$ cat src/rtl/if_fetch_buffer.sv
`default_nettype none
// ============================================================================
// Module   : if_fetch_buffer
// Purpose  : Fetch-stage buffer between the PC register and decode. Issues
//            reads to a 1-cycle synchronous instruction ROM, captures each
//            returned instruction with its PC into a DEPTH-entry FIFO and
//            presents the head entry to decode over valid/ready.
// Ports    : clk, reset_n          - clock, synchronous active-low reset
//            if_pc, if_ce          - fetch address / request from PC register
//            flush                 - drop all queued and in-flight fetches
//            rom_ce, rom_addr      - ROM read issue
//            rom_inst              - ROM data, valid the cycle after rom_ce
//            id_valid, id_ready    - decode handshake
//            id_pc, id_inst        - head entry (zero when empty)
//            fetch_stall           - PC register must hold if_pc
//            fifo_count            - current occupancy
// Revision : 1.0 - initial release
// ============================================================================
module if_fetch_buffer #(
    parameter int DEPTH = 2,
    parameter int AW    = 32,
    parameter int DW    = 32
) (
    input  logic                         clk,
    input  logic                         reset_n,
    input  logic [AW-1:0]                if_pc,
    input  logic                         if_ce,
    input  logic                         flush,
    output logic                         rom_ce,
    output logic [AW-1:0]                rom_addr,
    input  logic [DW-1:0]                rom_inst,
    output logic                         id_valid,
    input  logic                         id_ready,
    output logic [AW-1:0]                id_pc,
    output logic [DW-1:0]                id_inst,
    output logic                         fetch_stall,
    output logic [$clog2(DEPTH+1)-1:0]   fifo_count
);

    localparam int              c_cw    = $clog2(DEPTH + 1);
    localparam int              c_pw    = $clog2(DEPTH);
    localparam logic [c_cw:0]   c_depth = (c_cw + 1)'(DEPTH);
    localparam logic [c_cw-1:0] c_full  = c_cw'(DEPTH);

    logic [AW-1:0]   r_pc_mem   [DEPTH];
    logic [DW-1:0]   r_inst_mem [DEPTH];
    logic [c_cw-1:0] r_count;
    logic [c_pw-1:0] r_rd_ptr;
    logic [c_pw-1:0] r_wr_ptr;
    logic            r_inflight;
    logic [AW-1:0]   r_pc_d1;

    logic            w_pop;
    logic            w_push;
    logic            w_issue;
    logic [c_cw:0]   w_occ;

    assign id_valid = (r_count != '0);
    assign w_pop    = id_valid & id_ready;
    assign w_push   = r_inflight & ~flush;

    // Credit check includes the in-flight slot so a landing read always has
    // room. Subtracting the same-cycle pop keeps full-rate streaming; this
    // makes rom_ce depend combinationally on id_ready.
    assign w_occ    = {1'b0, r_count} + (c_cw + 1)'(r_inflight) - (c_cw + 1)'(w_pop);
    assign w_issue  = reset_n & if_ce & ~flush & (w_occ < c_depth);

    assign rom_ce      = w_issue;
    assign rom_addr    = if_pc;
    assign fetch_stall = reset_n & if_ce & ~w_issue & ~flush;
    assign fifo_count  = r_count;

    // Empty queue presents a zero PC and a zero (NOP) instruction.
    assign id_pc   = id_valid ? r_pc_mem[r_rd_ptr]   : '0;
    assign id_inst = id_valid ? r_inst_mem[r_rd_ptr] : '0;

    always_ff @(posedge clk) begin
        if (!reset_n) begin
            r_count    <= '0;
            r_rd_ptr   <= '0;
            r_wr_ptr   <= '0;
            r_inflight <= 1'b0;
            r_pc_d1    <= '0;
        end else if (flush) begin
            // The in-flight read is forgotten, so its data is never written.
            r_count    <= '0;
            r_rd_ptr   <= '0;
            r_wr_ptr   <= '0;
            r_inflight <= 1'b0;
        end else begin
            r_inflight <= w_issue;
            if (w_issue) begin
                r_pc_d1 <= if_pc;
            end
            if (w_push) begin
                r_wr_ptr <= r_wr_ptr + 1'b1;
            end
            if (w_pop) begin
                r_rd_ptr <= r_rd_ptr + 1'b1;
            end
            case ({w_push, w_pop})
                2'b10:   r_count <= r_count + 1'b1;
                2'b01:   r_count <= r_count - 1'b1;
                default: r_count <= r_count;
            endcase
        end
    end

    // Storage needs no reset: entries are only visible through r_count.
    always_ff @(posedge clk) begin
        if (reset_n && w_push) begin
            r_pc_mem[r_wr_ptr]   <= r_pc_d1;
            r_inst_mem[r_wr_ptr] <= rom_inst;
        end
    end

`ifndef SYNTHESIS
    a_count_le_depth : assert property (@(posedge clk) disable iff (!reset_n)
        r_count <= c_full);
    a_credit_bound   : assert property (@(posedge clk) disable iff (!reset_n)
        ({1'b0, r_count} + (c_cw + 1)'(r_inflight)) <= c_depth);
    a_no_push_full   : assert property (@(posedge clk) disable iff (!reset_n)
        (w_push && (r_count == c_full)) |-> w_pop);
`endif

endmodule
`default_nettype wire

$ cat config.mk
export PLATFORM = sky130hd
export DESIGN_NAME = if_fetch_buffer
export DESIGN_NICKNAME = d
export VERILOG_FILES = /design/src/rtl/if_fetch_buffer.sv
export SDC_FILE = /design/constraint.sdc
export NUM_CORES = 1
export LEC_CHECK = 0
export CORE_MARGIN = 1.5
export CORE_UTILIZATION = 24
export DETAILED_ROUTE_END_ITERATION = 10
export GPL_ROUTABILITY_DRIVEN = 1
export PLACE_DENSITY_LB_ADDON = 0.12
export SLEW_MARGIN = 40
export SYNTH_ARGS = -nofsm -noshare
export SYNTH_HDL_FRONTEND = slang
export SYNTH_SLANG_ARGS = --single-unit
$ cat constraint.sdc
create_clock -name clk -period 4.45 [get_ports clk]
set_input_delay 0.6675 -clock clk [delete_from_list [all_inputs] [get_ports clk]]
set_output_delay 0.6675 -clock clk [all_outputs]
set_load 0.05 [all_outputs]
==> results_dict.tcl <==
set metrics [dict create \
    avgRoutedWirePerCell_um 15.9 \
    path_cells "clkdlybuf4s50_1, nor2b_1, o21ai_1, fa_2, xnor2_4, and3_4, buf_12" \
    cp_data_required_time_ns 3.78 \
    fin_setup_tns_ns 0 \
    cts_buffer_depth 2 \
    cts_setup_buffers 0 \
    cts-buffers-inserted 17 \
    finalHoldViolCount 0 \
    p_per_area_nw_per_um2 368 \
    hold_class "reg -> reg" \
    drt_pre_antenna_iters 4 \
    antenna_found_initial 0 \
    core_area_um2 27700 \
    path_delay_family "buffers and inverters" \
    ys_seq_elements 166 \
    setup_viol 0 \
    period_share 0.768 \
    grt_pass1_vias 4304 \
    drc 0 \
    die_area_um2 29100 \
    h-tree-depth 4 \
    clkTransAtPathRegs_ns 0.07 \
    muxShareOfSynthArea 0.0965 \
    synth_area_um2 6740 \
    slowest_delay_ns 0.49 \
    worstPathArrival_ns 2.75 \
    top_layer "met4" \
    synth_nets 560 \
    layout_commonest_cell "clkdlybuf4s50_1" \
    yosysWarnings 0 \
    outcome "finished, final reports clean" \
    gp_congestion 0.703 \
    drt-total-wl_um 16200 \
    area_growth_pct 36.5 \
    die_w_um 171 \
    synth.avg_cell_area_um2 13.8 \
    clock-sinks 166 \
    worst_hold_slack_ns 0.452 \
    finalCriticalPeriod_ns 3.42 \
    final_nets 694 \
    synth_fa_ha_area_frac 0.00297 \
    slew_viol_final 0 \
    wl_met3_um 986 \
    cts.repair.resized 0 \
    dp_hpwl_um 10800 \
    n_antenna_cell 0 \
    met2_wirelength_um 7310 \
    drive_gt1_frac 0.131 \
    max_freq_mhz 293 \
    finish.utilization 0.332 \
    clock_skew_ns 0.00807 \
    start_util 0.243 \
    synthCells 490 \
    cp-start-kind "input pin" \
    fp.dieH_um 171 \
    rsz0062_at_grt "no" \
    io_pins 170 \
    dr_total_vias 4142 \
    grt_max_degree 38 \
    worstMarginPinSlew_ns 0.715 \
    final_area_um2 9200 \
    tritoncts "yes" \
    critical_path_buf_inv_count 2 \
    io_buffers 169 \
    worstPathMaxFanout 17 \
    synth_xor_area_frac 0.00668 \
    drv_cap 0 \
    final_cell_mix "clkdlybuf4s50_1, edfxtp_1, nor2_1" \
    synthSimpleGateAreaFrac 0.101 \
    antenna_left 0 \
    ys_types 29 \
    row_count 61 \
    viasPerCell 4.08 \
    synth_compound_gate_area_share 0.0451 \
    cp-end-kind "primary output" \
    track_usage 0.114 \
    drt-met1-wl_um 7710 \
    hold_buffers 0 \
    critPathKind "in -> out" \
    clkLatencyLatePin_ns 0.42 \
    seq_area_frac_synth 0.683 \
    gr-total-overflow 0 \
    p_leak_nw 2.92 \
    post_dp_cell_area_um2 8630 \
    clock-root-buffer "clkbuf_16" \
    synth_top_family_by_area "simple AND/OR/NAND/NOR gates" \
    critPathSlowestCell "clkdlybuf4s50_1" \
    drt_iter0_markers 136 \
    ir_drop_mv 0.190 \
    grt_pass1_wl_um 24700 \
    maxSlewHeadroom 0.524 \
]
metal layers:
metal	track usage	up-vias
met3	0.0372	12
met5	0	-
met4	0.0300	0
met2	0.179	127
met1	0.150	1989
li1	-	2014
synthesized netlist by cell type:
| cell | instances | area [um2] |
|---|---|---|
| and3b_1 | 1 | 8.76 |
| nor2b_1 | 3 | 18.8 |
| buf_2 | 12 | 60.1 |
| nor3_1 | 1 | 5.00 |
| and3_4 | 1 | 11.3 |
| nand2_1 | 34 | 128 |
| nand3b_1 | 1 | 7.51 |
| xor2_1 | 1 | 8.76 |
| nand3_1 | 1 | 5.00 |
| edfxtp_1 | 128 | 3840 |
| dfxtp_1 | 38 | 761 |
| mux2i_1 | 65 | 651 |
| nor2_1 | 70 | 263 |
| a21boi_1 | 1 | 7.51 |
| o21ai_2 | 29 | 254 |
| a21o_1 | 1 | 7.51 |
| xnor2_1 | 1 | 8.76 |
| buf_4 | 33 | 248 |
| and3_1 | 2 | 12.5 |
| xnor2_4 | 1 | 27.5 |
| a21oi_1 | 2 | 10.0 |
| nand2b_1 | 3 | 18.8 |
| nand4_1 | 32 | 200 |
| o21ai_1 | 5 | 25.0 |
| buf_1 | 3 | 11.3 |
| fa_1 | 1 | 20.0 |
| clkbuf_1 | 13 | 48.8 |
| buf_6 | 6 | 67.6 |
| inv_2 | 1 | 3.75 |
sequential cells by signal (all words and copies together) (netlist names), named ones only:
register,flops
r_inflight,1
r_wr_ptr,1
fifo_count,2
r_rd_ptr,1
r_inst_mem,64
r_pc_mem,64
r_pc_d1,32
stage by stage:
stage          power, mW  std cells  setup slack [ns]
6_report            3.39       1014              1.03
5_1_grt             3.52       1014             0.843
4_1_cts             3.44       1014             0.968
3_5_place_dp        2.00        983              1.01
3_3_place_gp        2.00        980              1.06
2_1_floorplan       1.89        490             0.316
cell families (layout without fill, tap and decap cells):
logic type | Yosys count | count (layout)
simple gates | 149 | 149
compound gates | 38 | 38
xor+xnor | 3 | 3
mux | 65 | 65
buf+inv | 68 | 214
fa+ha+maj | 1 | 1
flops | 166 | 166
path summary, 6_finish.rpt:
| path | start | end | slack, ns | cells after the start |
|---|---|---|---|---|
| setup / recovery | id_ready | rom_ce | 1.03 | 7 |
| hold / removal | r_pc_d1[31] | r_pc_mem[1][31] | 0.45 | 0 |
| setup reg to reg | fifo_count[1] | r_pc_d1[8] | 1.58 | 7 |
| hold reg to reg | r_pc_d1[31] | r_pc_mem[1][31] | 0.45 | 0 |
power breakdown:
group | total, mW | leakage [nW] | switching, mW | internal (mW)
clock network | 1.42 | 0.265 | 0.637 | 0.782
registers | 1.70 | 1.52 | 0.0149 | 1.69
logic | 0.262 | 1.14 | 0.152 | 0.110
total | 3.39 | 2.92 | 0.804 | 2.58
cell type report:
type                       count  area, um2
fill                        2749      18500
sequential                   166       4610
timing repair buffer         182       1830
multi-input combinational    256       1720
tap                          378        473
clock buffer                  17        425
clock inverter                14        139
inverter                       1       3.75
(Power assumes the default switching activity.)
